$ cat config.mk
export PLATFORM = sky130hd
export DESIGN_NAME = uart_baud_gen
export DESIGN_NICKNAME = d
export VERILOG_FILES = /design/src/rtl/uart_pkg.sv /design/src/rtl/uart_frac_acc.sv /design/src/rtl/uart_baud_gen.sv
export SDC_FILE = /design/constraint.sdc
export NUM_CORES = 1
export LEC_CHECK = 0
export CORE_ASPECT_RATIO = 2
export CORE_MARGIN = 2
export CORE_UTILIZATION = 35
export DETAILED_ROUTE_END_ITERATION = 16
export REMOVE_ABC_BUFFERS = 1
export SLEW_MARGIN = 40
export SYNTH_ARGS = -nofsm -noshare
export SYNTH_HDL_FRONTEND = slang
export SYNTH_SLANG_ARGS = --single-unit
$ cat constraint.sdc
create_clock -name sys_clk -period 3.75 [get_ports sys_clk]
set_input_delay 0.75 -clock sys_clk [delete_from_list [all_inputs] [get_ports sys_clk]]
set_output_delay 0.75 -clock sys_clk [all_outputs]
set_load 0.05 [all_outputs]
$ cat src/rtl/uart_pkg.sv
// Shared constants and helpers for the UART baud-rate generator.
package uart_pkg;

  localparam int UART_OVS_DEF     = 16;
  localparam int UART_DEFAULT_BPS = 115200;

  // Width of the per-cycle increment rate*OVS; OVS is a power of two.
  function automatic int uart_inc_width(input int ovs);
    return 32 + $clog2(ovs);
  endfunction

  // A rate is unusable if zero or if os ticks would come closer than 2 cycles.
  // Operands are zero-extended to 64 bits so the compare never truncates.
  function automatic logic uart_bps_err(input logic [63:0] inc,
                                        input logic [63:0] rate,
                                        input logic [63:0] half_clk);
    return (rate == 64'd0) || (inc > half_clk);
  endfunction

endpackage

$ cat src/rtl/uart_frac_acc.sv
// Fractional-N phase accumulator: adds inc every cycle and emits a raw
// (combinational) tick whenever the sum reaches CLK_HZ.
module uart_frac_acc #(
  parameter int CLK_HZ = 50_000_000,
  parameter int ACC_W  = $clog2(CLK_HZ) + 1
) (
  input  logic             clk,
  input  logic             reset,
  input  logic             clear,
  input  logic             hold,
  input  logic [ACC_W-1:0] inc,
  output logic             tick
);

  localparam logic [ACC_W:0] CLK_C = (ACC_W+1)'(CLK_HZ);

  logic [ACC_W-1:0] acc_q;
  logic [ACC_W-1:0] acc_d;
  logic [ACC_W:0]   sum_s;

  // One extra bit keeps acc + inc from wrapping before the compare.
  assign sum_s = {1'b0, acc_q} + {1'b0, inc};

  // Next accumulator value and raw tick; clear beats hold beats step.
  always_comb begin
    acc_d = acc_q;
    tick  = 1'b0;
    if (clear) begin
      acc_d = '0;
    end else if (hold) begin
      acc_d = acc_q;
    end else if (sum_s >= CLK_C) begin
      acc_d = ACC_W'(sum_s - CLK_C);
      tick  = 1'b1;
    end else begin
      acc_d = sum_s[ACC_W-1:0];
    end
  end

  // Accumulator register with synchronous reset.
  always_ff @(posedge clk) begin
    if (reset) begin
      acc_q <= '0;
    end else begin
      acc_q <= acc_d;
    end
  end

endmodule

$ cat src/rtl/uart_baud_gen.sv
// UART baud-rate generator: rate latch, oversampling counter, mid/bit strobe
// decode and legacy square-wave baud clock around a fractional accumulator.
module uart_baud_gen
  import uart_pkg::*;
#(
  parameter int CLK_HZ      = 50_000_000,
  parameter int OVS         = UART_OVS_DEF,
  parameter int DEFAULT_BPS = UART_DEFAULT_BPS,
  parameter int ACC_W       = $clog2(CLK_HZ) + 1
) (
  input  logic        sys_clk,
  input  logic        sys_reset,
  input  logic        i_enable,
  input  logic [31:0] i_uart_bps,
  input  logic        i_bps_load,
  input  logic        i_sync,
  output logic        o_os_tick,
  output logic        o_mid_tick,
  output logic        o_bit_tick,
  output logic        o_uart_clk,
  output logic        o_bps_err
);

  localparam int               OVS_W       = $clog2(OVS);
  localparam int               INC_W       = uart_inc_width(OVS);
  localparam logic [63:0]      HALF_CLK    = 64'(CLK_HZ / 2);
  localparam logic [OVS_W-1:0] MID_CNT     = OVS_W'(OVS / 2 - 1);
  localparam logic [OVS_W-1:0] BIT_CNT     = OVS_W'(OVS - 1);
  localparam logic [31:0]      DEFAULT_R   = 32'(DEFAULT_BPS);
  localparam logic [INC_W-1:0] DEFAULT_INC = {DEFAULT_R, {OVS_W{1'b0}}};

  logic [31:0]      rate_q,     rate_d;
  logic [INC_W-1:0] inc_q,      inc_d;
  logic             err_q,      err_d;
  logic [OVS_W-1:0] os_cnt_q,   os_cnt_d;
  logic             os_tick_q,  os_tick_d;
  logic             mid_q,      mid_d;
  logic             bit_q,      bit_d;
  logic             uart_clk_q, uart_clk_d;

  logic [INC_W-1:0] inc_load_s;
  logic             err_s;
  logic             realign_s;
  logic             tick_s;

  // OVS is a power of two, so rate*OVS is a plain shift.
  assign inc_load_s = {i_uart_bps, {OVS_W{1'b0}}};
  assign err_s      = uart_bps_err(64'(inc_q), 64'(rate_q), HALF_CLK);
  assign realign_s  = i_sync | i_bps_load;

  // While the rate is invalid inc_q may exceed ACC_W bits, but clear is then
  // asserted so the truncated increment is never used.
  uart_frac_acc #(
    .CLK_HZ (CLK_HZ),
    .ACC_W  (ACC_W)
  ) u_acc (
    .clk   (sys_clk),
    .reset (sys_reset),
    .clear (realign_s | err_s),
    .hold  (~i_enable),
    .inc   (inc_q[ACC_W-1:0]),
    .tick  (tick_s)
  );

  // Rate latch, validity flag, os counter, strobes and baud clock next state.
  always_comb begin
    rate_d     = rate_q;
    inc_d      = inc_q;
    err_d      = err_s;
    os_cnt_d   = os_cnt_q;
    os_tick_d  = 1'b0;
    mid_d      = 1'b0;
    bit_d      = 1'b0;
    uart_clk_d = uart_clk_q;

    if (i_bps_load) begin
      rate_d = i_uart_bps;
      inc_d  = inc_load_s;
      err_d  = uart_bps_err(64'(inc_load_s), 64'(i_uart_bps), HALF_CLK);
    end else begin
      rate_d = rate_q;
    end

    if (realign_s || err_s) begin
      os_cnt_d   = '0;
      uart_clk_d = 1'b0;
    end else if (!i_enable) begin
      os_cnt_d   = os_cnt_q;
      uart_clk_d = uart_clk_q;
    end else if (tick_s) begin
      os_tick_d = 1'b1;
      mid_d     = (os_cnt_q == MID_CNT);
      bit_d     = (os_cnt_q == BIT_CNT);
      os_cnt_d  = os_cnt_q + OVS_W'(1);
      if (mid_d || bit_d) begin
        uart_clk_d = ~uart_clk_q;
      end else begin
        uart_clk_d = uart_clk_q;
      end
    end else begin
      os_cnt_d   = os_cnt_q;
      uart_clk_d = uart_clk_q;
    end
  end

  // State and output registers; reset reverts to the default rate.
  always_ff @(posedge sys_clk) begin
    if (sys_reset) begin
      rate_q     <= DEFAULT_R;
      inc_q      <= DEFAULT_INC;
      err_q      <= 1'b0;
      os_cnt_q   <= '0;
      os_tick_q  <= 1'b0;
      mid_q      <= 1'b0;
      bit_q      <= 1'b0;
      uart_clk_q <= 1'b0;
    end else begin
      rate_q     <= rate_d;
      inc_q      <= inc_d;
      err_q      <= err_d;
      os_cnt_q   <= os_cnt_d;
      os_tick_q  <= os_tick_d;
      mid_q      <= mid_d;
      bit_q      <= bit_d;
      uart_clk_q <= uart_clk_d;
    end
  end

  assign o_os_tick  = os_tick_q;
  assign o_mid_tick = mid_q;
  assign o_bit_tick = bit_q;
  assign o_uart_clk = uart_clk_q;
  assign o_bps_err  = err_q;

endmodule
# Yosys cells after proc, flatten, opt, wreduce, memory -nomap -nowiden
# Cells that the tools add are included.
# totals
elab_cells,39
memories,0
latchBits,0
register_bits,68
mem_bits_ro,0
out_inout_bits,5
inputBits,37
ramBits,0
# op_classes
mul,0
addsub,3
n_eq_ne,2
n_bitwise,5
magnitude_cmp,3
div_mod_pow,0
n_reduce_logical,12
muxes,6
n_shift,0
# op_table
operator,n
$gt A36 B25 Y1 const B,2
$logic_not A32 Y1,2
$add A27 B27 Y28,1
$ge A28 B26 Y1 const B,1
$mux W27,1
$sub A27 B26 Y27 const B,1
$mux W1,5
$add A4 B1 Y4 const B,1
$eq A4 B3 Y1 const B,1
$eq A4 B4 Y1 const B,1
$logic_or A1 B1 Y1,4
$reduce_or A2 Y1,2
$reduce_or A4 Y1,1
$not A1 Y1,3
$reduce_and A3 Y1,1
$reduce_or A3 Y1,1
$or A1 B1 Y1,2
$reduce_and A2 Y1,1

# Depth between registers and ports, before layout
# depth
depth_word,7
ltp_mapped,14
depth_no_buf,13

# Modules after synthesis
# A second synthesis with hierarchy kept.
# unflattened
cells_unflattened,594
area_unflattened_um2,4860.9
# by_module_without_submodules
module,instances,area_each_um2,seq_area_each_um2,cells_per_inst
uart_frac_acc,1,3075.4,540.5,406
uart_baud_gen,1,1785.5,820.8,188

# Worst setup path before layout
# No wires, ideal clock.
# synth_path
kind,reg-to-reg
startpoint,register rate_q[0]
endpoint,register u_acc.acc_q[21]
path_slack_ns,0.024
setup_time_ns,0.079
path_buffers,0
path_stages_with_launch,14
t_required_ns,3.671
period_less_slack_ns,3.726
arrival_ns,3.646
path_cell_list,dfxtp_1 > ha_1 > fa_1 > a211oi_2 > o21ai_2 > a21o_2 > xnor2_1 > nor4_2 > a311oi_2 > nor4_4 > o21ai_1 > or3_1 > xor2_1 > a211oi_2
# synth_via
elab_chain_len,4
elab_cells_between_ends,9
classes_between,add/sub (2); order compare (2); mux (1); bitwise (1); reduce/logical (3)
# synth_rtl
element,line,rtl
"start, declared",uart_baud_gen.sv:32,"logic [31:0] rate_q, rate_d;"
"start signal, assigned",uart_baud_gen.sv:118,rate_q <= rate_d;
branches (longest 4 deep; another with $add A27 B27 Y28),--,
"end signal, assigned",uart_frac_acc.sv:43,acc_q <= '0;
"end signal, assigned",uart_frac_acc.sv:45,acc_q <= acc_d;
"end, declared",uart_frac_acc.sv:17,logic [ACC_W-1:0] acc_q;
# Parallel ways; which one is timed is not known.
# A chain may end at the register's enable or synchronous reset.

# Worst setup path in the final report
# layout_path
startpoint,register rate_q[0]
endpoint,register u_acc.acc_q[15]
# Same word-level chain as after synthesis.

==> impl_metrics.env <==
export IMPL_crit_arrival_ns=3.86
export IMPL_drt_total_wl_mm=13.1
export IMPL_die_x_um=82.8
export IMPL_grt_max_degree=44
export IMPL_yosys_top_cells_area="dfxtp_1, mux2i_1, ha_1"
export IMPL_rows=57
export IMPL_rrSetupSlack_ns=0.13
export IMPL_setup_viol=0
export IMPL_path_cells="ha_4 > fa_2 > a211oi_2 > buf_4 > o21ai_4 > a21o_2 > xnor2_2 > nor4_2 > a311oi_2 > nor4_4 > buf_4 > o21ai_1 > or3_1 > xor2_1 > a211oi_1"
export IMPL_required_ns=3.99
export IMPL_hold_path_class="reg2reg"
export IMPL_grt_pass1_wl_mm=20.9
export IMPL_yosysTopAreaCellShare_pct=29.5
export IMPL_place_ws_ns=-0.0494
export IMPL_yosysMostFrequentCell="nor2_1"
export IMPL_syn_avg_cell_area_um2=8.26
export IMPL_tightest_slew_ns=0.659
export IMPL_gr_total_overflow=0
export IMPL_clkLatencyLatePin_ns=0.34
export IMPL_slowest_delay_ns=0.38
export IMPL_outcome="completed"
export IMPL_htree_levels=3
export IMPL_max_vdd_ir_drop_uv=228
export IMPL_hpwlAfterDp_mm=10.3
export IMPL_worstSetupStartpoint="rate_q[0]"
export IMPL_slew_limit_headroom_pct=56.1
export IMPL_worstSetupEndpointType="flop"
export IMPL_crit_fanout=5
export IMPL_dr_pass1_iters=4
export IMPL_clk_pin_slew_worst_paths_ns=0.06
export IMPL_crit_type="reg2reg"
export IMPL_cpMostUsedCell="buf_4"
export IMPL_syn2layout_area_growth_pct=26.5
export IMPL_cp_endpoint="u_acc.acc_q[15]"
export IMPL_syn_inst=527
export IMPL_fin_skew_ns=0.00669
export IMPL_synthFlopType="dfxtp_1"
export IMPL_postCtsHoldBufs=0
export IMPL_initial_core_util_pct=35.9
export IMPL_crit_slowest_cell="or3_1"
export IMPL_worstReg2RegEnd="u_acc.acc_q[15]"
export IMPL_place_congestion=0.859
export IMPL_drive_gt1_share_pct=13.8
export IMPL_grt_usage_pct=20.0
export IMPL_fmax_mhz=277
export IMPL_syn_cell_area_um2=4350
export IMPL_grt_pass1_vias=4264
export IMPL_first_iter_violations=139
export IMPL_cts_made_buffers=9
export IMPL_viasPerCell=5.52
export IMPL_fin_nets=651
export IMPL_power_density_nw_per_um2=372
export IMPL_io_buffer_count=41
export IMPL_drc=0
export IMPL_synth_edff_count=0
export IMPL_finalCritPeriodShare_pct=96.4
export IMPL_yosysWarnings=0
export IMPL_vias=4085
export IMPL_p_leak_nw=2.24
export IMPL_startpoint_type="flop"
export IMPL_die_h_um=162
export IMPL_r2r_cells=15
export IMPL_coreArea_um2=12100
export IMPL_period_minus_slack_ns=3.62
export IMPL_final_max_slew_viol_count=0
export IMPL_tritoncts="done"
export IMPL_io_pins=42
export IMPL_grt_antenna_before_repair=0
export IMPL_cts_sinks=64
export IMPL_final_hold_violation_count=0
export IMPL_ys_seq_elements=64
export IMPL_worst_slack_ns=0.135
export IMPL_synthTopCellsByCount="nor2_1, dfxtp_1, mux2i_1"
export IMPL_clock_root_buffer="clkbuf_16"
export IMPL_clk_path_buf_depth=2
export IMPL_ant_nets=0
export IMPL_synth_async_sr_flop_share_pct=0
export IMPL_rsz0062_at_grt="true"
export IMPL_drv_cap=0
export IMPL_wl_per_cell_um=17.7
export IMPL_r2r_start="rate_q[0]"
export IMPL_yosysTopAreaCell="dfxtp_1"
export IMPL_antennaDiodeCount=0
export IMPL_dieArea_um2=13400
export IMPL_ys_types=60
export IMPL_yosysSeqAreaShare_pct=29.5
export IMPL_final_setup_tns_ns=0
## stage by stage
stage / total power (W) / util [%] / hold WS, ns / cell area, um2 / std cells
finish: 0.00204 / 45.4 / 0.487 / 5500 / 740
global route: 0.00213 / 45.4 / 0.512 / 5500 / 740
CTS: 0.00206 / 44.7 / 0.491 / 5420 / 735
detailed placement: 0.00106 / 41.6 / 0.479 / 5050 / 718
global placement: 0.00105 / 41.6 / 0.456 / 5050 / 718
floorplan: 0.000912 / - / 0.422 / 4230 / 499
## worst max-delay path, delay by kind of cell, from the launching register on
kind            cells  cell delay [ns]
flops               1             0.33
fa+ha+maj           2             0.53
compound gates      6             0.98
simple gates        3             1.01
buf+inv             2             0.36
xor+xnor            2             0.29
## logic make-up (layout without fill, tap and decap cells)
group,Yosys count,in the layout,synth area share [%]
adders and majority gates,26,26,7.65
AOI/OAI and AO/OA,126,126,20.2
muxes,40,40,9.26
xor gates and xnor gates,36,36,7.25
buffers and inverters,34,100,3.31
DFF,64,64,29.5
and+or+nand+nor,201,201,22.8
## area by class of cell
type	instances	area, um2
clock buffers	9	225
clock inverters	7	125
fillers	1227	6620
inverters	6	22.5
multi-input cells	429	2980
flip-flops and latches	64	1280
well taps	147	184
repair buffers	78	681
## metal layers
metal	global-route usage [%]	part of all wire, %
met3	2.79	1.5
met2	39.5	57
met5	0	0
met1	17.0	33
met4	16.3	8.4
## where the power goes
part           internal [W]  total [W]  leakage, nW  switching [W]
Sequential         0.000704   0.000729        0.524      0.0000254
Clock              0.000657   0.000997        0.171       0.000340
Combinational      0.000149   0.000319         1.55       0.000170
Total               0.00151    0.00204         2.24       0.000535
## how the worst min path moves through the flow
stage,from,end,cells after the start
detailed placement,u_acc.acc_q[24],u_acc.acc_q[24],2
CTS,u_acc.acc_q[24],u_acc.acc_q[24],2
finish,os_cnt_q[3],o_mid_tick,1
global placement,os_cnt_q[3],o_mid_tick,1
floorplan,os_cnt_q[3],o_mid_tick,1
global route,os_cnt_q[3],o_mid_tick,1
## registers in the layout (all words and copies together), names as in the netlist
register and flops:
o_uart_clk 1, o_os_tick 1, o_mid_tick 1, o_bit_tick 1, rate_q 32, o_bps_err 1
u_acc.acc_q 23, os_cnt_q 4
## what timing repair did
item | CTS | global route
buffers inserted | 1 | 5
pin swaps | 2 | 16
resized for setup | 2 | 13
setup endpoints to repair | 3 | 20
gates cloned | 0 | 0
## placed cells by master, fill, tap and decap left out, drive strengths merged, types with 3 or more instances in the layout
| cell | Yosys | final |
|---|---|---|
| and4 | 4 | 4 |
| nor2b | 8 | 8 |
| a22oi | 3 | 3 |
| xnor2 | 20 | 20 |
| inv | 6 | 9 |
| or4 | 4 | 4 |
| nor4 | 14 | 14 |
| dfxtp | 64 | 64 |
| nand2 | 32 | 32 |
| a21oi | 35 | 35 |
| or3 | 4 | 4 |
| a211oi | 18 | 18 |
| a211o | 8 | 8 |
| and2 | 5 | 5 |
| and3 | 9 | 9 |
| o21ai | 23 | 23 |
| clkdlybuf4s50 | 0 | 39 |
| nand3 | 19 | 19 |
| a21o | 8 | 8 |
| o211ai | 7 | 7 |
| nand4 | 7 | 7 |
| xor2 | 16 | 16 |
| clkbuf | 16 | 9 |
| or2 | 3 | 3 |
| o21a | 5 | 5 |
| a31oi | 3 | 3 |
| ha | 25 | 25 |
| nor3b | 3 | 3 |
| nor3 | 7 | 7 |
| buf | 12 | 39 |
| nor2 | 79 | 79 |
| mux2i | 38 | 38 |
| bufinv | 0 | 3 |
No activity file was read; power rests on OpenSTA's default activity.
==> RTL edit 1, RTL diff (same settings) <==
`CLK_HZ` is set to 50_000_000 in 2 places; all go to 25_000_000.
--- a/src/rtl/uart_frac_acc.sv
+++ b/src/rtl/uart_frac_acc.sv
@@ -1,7 +1,7 @@
 // Fractional-N phase accumulator: adds inc every cycle and emits a raw
 // (combinational) tick whenever the sum reaches CLK_HZ.
 module uart_frac_acc #(
-  parameter int CLK_HZ = 50_000_000,
+  parameter int CLK_HZ = 25_000_000,
   parameter int ACC_W  = $clog2(CLK_HZ) + 1
 ) (
   input  logic             clk,
--- a/src/rtl/uart_baud_gen.sv
+++ b/src/rtl/uart_baud_gen.sv
@@ -3,7 +3,7 @@
 module uart_baud_gen
   import uart_pkg::*;
 #(
-  parameter int CLK_HZ      = 50_000_000,
+  parameter int CLK_HZ      = 25_000_000,
   parameter int OVS         = UART_OVS_DEF,
   parameter int DEFAULT_BPS = UART_DEFAULT_BPS,
   parameter int ACC_W       = $clog2(CLK_HZ) + 1
Check against the original RTL: not equivalent (a bounded check fails within 4 cycles, from zero or initial values and one cycle with sys_reset high).
==> RTL edit 1 against the original RTL <==
  * Routed wire length is 5.1% higher
  * Clock skew rose by 0.00069 ns
  * Clock power is 25% lower
  * Non-clock buffer count shrank 10
  * Cell count decreased by 0.14%
  * Synthesized area up 2.0%
  * Final area decreased by 1.7%
  * Setup slack better by 0.049 ns
  * Total power is 13% lower
  * Sequential cell count is 1 lower
  * Critical endpoint is now u_acc.acc_q[22]$_SDFFE_PP0P_
  * Synthesized cell count is 1.1% higher
==> RTL edit 1: results (changes against the original RTL) <==
Sw Pwr: 0.504 mW (was 0.535 mW)
Biggest regs: rate_q (32), u_acc.acc_q (22), os_cnt_q (4) (was rate_q (32), u_acc.acc_q (23), os_cnt_q (4))
Gr usage total: 0.203 (was 0.200)
Synth top cells by count: dfxtp_1 (63), nor2_1 (46), o21ai_0 (43) (was nor2_1 (79), dfxtp_1 (64), mux2i_1 (38))
Synth unique cells: 69 (was 60)
Peak VDD IR: 0.337 mV (was 0.228 mV)
Arrival @ worst endpoint: 3.81 ns (was 3.86 ns)
Post-Place Cells: 721 (was 718)
Pin count of the biggest net entering global routing: 38 (was 44)
Dpl ws: 0.105 ns (was -0.0494 ns)
Post-DP Area: 0.00507 mm² (was 0.00505 mm²)
Vias in the first global route: 4306 (was 4264)
Final Skew: 0.00739 ns (was 0.00669 ns)
Crit path largest cell delay: 0.48 ns (was 0.38 ns)
Via/cell ratio: 5.84 (was 5.52)
Power share of the combinational group: 0.181 (was 0.156)
Share of cells above drive strength 1: 0.132 (was 0.138)
Ranking of synthesized cells by area: dfxtp_1 (28%), ha_1 (7.0%), mux2i_1 (7.0%) (was dfxtp_1 (29%), mux2i_1 (8.7%), ha_1 (7.2%))
Leak: 2.15 nW (was 2.24 nW)
Multi-input combinational cell area: 0.00304 mm² (was 0.00298 mm²)
CP max stage cell: or4_1 (was or3_1)
Area share of fa/ha/maj cells after synthesis: 0.0750 (was 0.0765)
GP Congestion: 0.930 (was 0.859)
Global-route wire length before repair: 21.9 mm (was 20.9 mm)
Worst Max-Slew Pin Slew: 0.767 ns (was 0.659 ns)
Mean Syn Cell Area: 8.33 µm² (was 8.26 µm²)
Multiplexer share of the synthesized area: 0.0724 (was 0.0926)
Non-Filler Instances: 739 (was 740)
XOR/XNOR Fraction of Synth Area: 0.0389 (was 0.0725)
Run status: finished clean (unchanged)
Post-Route WL: 13.7 mm (was 13.1 mm)
CP Max Fanout: 19 (was 5)
Fillers: 1242 (was 1227)
Total Nets Final: 647 (was 651)
RTL edit 1: what timing repair did:
action / CTS / global route
gates resized for setup: 0 / 16
buffers inserted: 0 / 2
endpoints found under the setup margin: 0 / 15
RTL edit 1: layer usage:
layer  vias up  wire (µm)  GRT usage
met5         -          0          0
met4         0        447     0.0909
met3        20        390     0.0258
met2        85       7970      0.416
met1      2087       4940      0.194
li1       2126          -          -
RTL edit 1: critical path, delay by kind of cell, from the launching register on:
kind / cells / cell delay (ns)
buf+inv: 2 / 0.34
flops: 1 / 0.38
compound gates: 5 / 0.87
fa+ha+maj: 2 / 0.47
simple gates: 5 / 1.42
RTL edit 1: cells by family after synthesis:
kind of cell / count (synthesis)
and+or+nand+nor: 200
AOI/OAI and AO/OA: 158
DFF: 63
buffers and inverters: 36
muxes: 32
adders and majority gates: 26
xor gates and xnor gates: 18
RTL edit 1: final cells by class:
| cell class | instances | area share |
|---|---|---|
| Multi-Input combinational cell | 434 | 0.562 |
| Sequential cell | 63 | 0.233 |
| Timing Repair Buffer | 68 | 0.115 |
| Clock buffer | 10 | 0.0423 |
| Tap cell | 150 | 0.0347 |
| Clock inverter | 6 | 0.00693 |
| Inverter | 8 | 0.00555 |
RTL edit 1: path summary, 6_finish.rpt:
kind | from | endpoint | slack (ns) | cells past startpoint
worst max register to register | rate_q[0]$_SDFFE_PP0P_ | u_acc.acc_q[22]$_SDFFE_PP0P_ | 0.18 | 14
worst min-delay path | os_cnt_q[3]$_SDFFE_PP0P_ | o_mid_tick$_SDFF_PP0_ | 0.48 | 1
worst max-delay path | rate_q[0]$_SDFFE_PP0P_ | u_acc.acc_q[22]$_SDFFE_PP0P_ | 0.18 | 14
worst min register to register | os_cnt_q[3]$_SDFFE_PP0P_ | o_mid_tick$_SDFF_PP0_ | 0.48 | 1
==> RTL edit 2, RTL diff (same settings) <==
Without the edit above. Make the reset (`reset` and `sys_reset`) asynchronous in 2 clocked blocks. Comments in the files are not updated.
--- a/src/rtl/uart_frac_acc.sv
+++ b/src/rtl/uart_frac_acc.sv
@@ -38,7 +38,7 @@
   end
 
   // Accumulator register with synchronous reset.
-  always_ff @(posedge clk) begin
+  always_ff @(posedge clk or posedge reset) begin
     if (reset) begin
       acc_q <= '0;
     end else begin
--- a/src/rtl/uart_baud_gen.sv
+++ b/src/rtl/uart_baud_gen.sv
@@ -104,7 +104,7 @@
   end
 
   // State and output registers; reset reverts to the default rate.
-  always_ff @(posedge sys_clk) begin
+  always_ff @(posedge sys_clk or posedge sys_reset) begin
     if (sys_reset) begin
       rate_q     <= DEFAULT_R;
       inc_q      <= DEFAULT_INC;
Formal check against the unedited RTL: differs if sys_reset is asserted again (counterexample within 4 cycles, from zero or initial values and one cycle with sys_reset high); with sys_reset held inactive, the same outputs for 4 cycles.
==> RTL edit 2 against the original RTL <==
  * Total power fell by 2.1%
  * Sequential power rose by 5.2%
  * Routed wire length rose by 9.8%
  * Final area rose by 7.9%
  * Setup slack got worse by 0.13 ns
  * Clock skew fell by 0.0013 ns
  * Global-route usage rose by 0.77 points
  * Synthesized area rose by 7.8%
  * Sequential cell count did not move
==> RTL edit 2: results (changes against the original RTL) <==
Register area share after synthesis: 0.343 (was 0.295)
Via/cell ratio: 5.81 (was 5.52)
Leak: 2.45 nW (was 2.24 nW)
Mean Syn Cell Area: 8.97 µm² (was 8.26 µm²)
Crit path largest cell delay: 0.49 ns (was 0.38 ns)
Wl on met1: 5.02 mm (was 4.34 mm)
Post-DP Area: 0.00552 mm² (was 0.00505 mm²)
Share of cells above drive strength 1: 0.230 (was 0.138)
Met2 routed WL: 8.03 mm (was 7.44 mm)
Routed wire length on met3: 305 µm (was 196 µm)
DRT iter0 DRCs: 221 (was 139)
Arrival @ worst endpoint: 4.00 ns (was 3.86 ns)
Global-route wire length before repair: 23.1 mm (was 20.9 mm)
Peak VDD IR: 0.364 mV (was 0.228 mV)
Run status: finished clean (unchanged)
Total Nets Final: 668 (was 651)
Synth unique cells: 69 (was 60)
Final Util: 0.455 (was 0.454)
Post-Route WL: 14.4 mm (was 13.1 mm)
Vias in the first global route: 4677 (was 4264)
Fin Hold WS: 0.474 ns (was 0.487 ns)
Dpl ws: -0.124 ns (was -0.0494 ns)
CP max stage cell: or4b_4 (was or3_1)
Die extent in x: 85.9 µm (was 82.8 µm)
Asr flop ratio synth: 1.00 (was 0)
Ranking of synthesized cells by area: dfrtp_1 (32%), mux2_2 (8.2%), ha_1 (6.7%) (was dfxtp_1 (29%), mux2i_1 (8.7%), ha_1 (7.2%))
Crit path time final: 3.74 ns (was 3.62 ns)
Final Skew: 0.00541 ns (was 0.00669 ns)
Post-Place Cells: 736 (was 718)
Fillers: 1245 (was 1227)
CP top delay family: compound AO/OA/AOI/OAI gates (was simple AND/OR/NAND/NOR gates)
Synth top cells by count: dfrtp_1 (60), a21oi_1 (43), o21ai_0 (43) (was nor2_1 (79), dfxtp_1 (64), mux2i_1 (38))
## RTL edit 2: metal layers
| layer | up-vias | track usage |
|---|---|---|
| met4 | 0 | 0.146 |
| li1 | 2132 | - |
| met5 | - | 0 |
| met3 | 47 | 0.0217 |
| met1 | 2151 | 0.199 |
| met2 | 94 | 0.393 |
## RTL edit 2: logic make-up (layout without fill, tap and decap cells)
family / Yosys count / after routing / share of synthesized area
AND/OR/NAND/NOR: 176 / 176 / 0.200
buffers and inverters: 38 / 125 / 0.0344
flip-flops: 64 / 64 / 0.343
adder cells (fa/ha/maj): 26 / 26 / 0.0710
AO/OA/AOI/OAI: 151 / 151 / 0.206
XOR/XNOR: 29 / 29 / 0.0542
multiplexers: 39 / 39 / 0.0923
## RTL edit 2: repair_timing
action	in CTS	in global routing
setup buffers	5	5
resized for setup	10	11
endpoints found under the hold margin	0	0
pin swaps	12	10
endpoints found under the setup margin	17	23
## RTL edit 2: area by class of cell
class / instances / share of cell area
Clock buffer: 9 / 0.0379
Clock inverter: 7 / 0.00822
Inverter: 12 / 0.00758
Multi-Input combinational cell: 421 / 0.503
Sequential cell: 64 / 0.270
Tap cell: 152 / 0.0320
Timing Repair Buffer: 97 / 0.141
## RTL edit 2: where the power goes
part	leakage (nW)	switching, mW	internal (mW)
sequential	0.812	0.0380	0.729
clock	0.123	0.319	0.445
combinational	1.51	0.245	0.226
total	2.45	0.602	1.40
## RTL edit 2: worst paths after layout
kind | startpoint | to | cells after the start
min in group asynchronous | sys_reset | o_bps_err$_DFF_PP0_ | 3
hold reg to reg | os_cnt_q[3]$_DFFE_PP0P_ | o_mid_tick$_DFF_PP0_ | 1
hold / removal | os_cnt_q[3]$_DFFE_PP0P_ | o_mid_tick$_DFF_PP0_ | 1
setup reg to reg | rate_q[0]$_DFFE_PP0P_ | u_acc.acc_q[15]$_DFFE_PP0P_ | 14
max in group asynchronous | sys_reset | rate_q[9]$_DFFE_PP1P_ | 3
setup / recovery | rate_q[0]$_DFFE_PP0P_ | u_acc.acc_q[15]$_DFFE_PP0P_ | 14
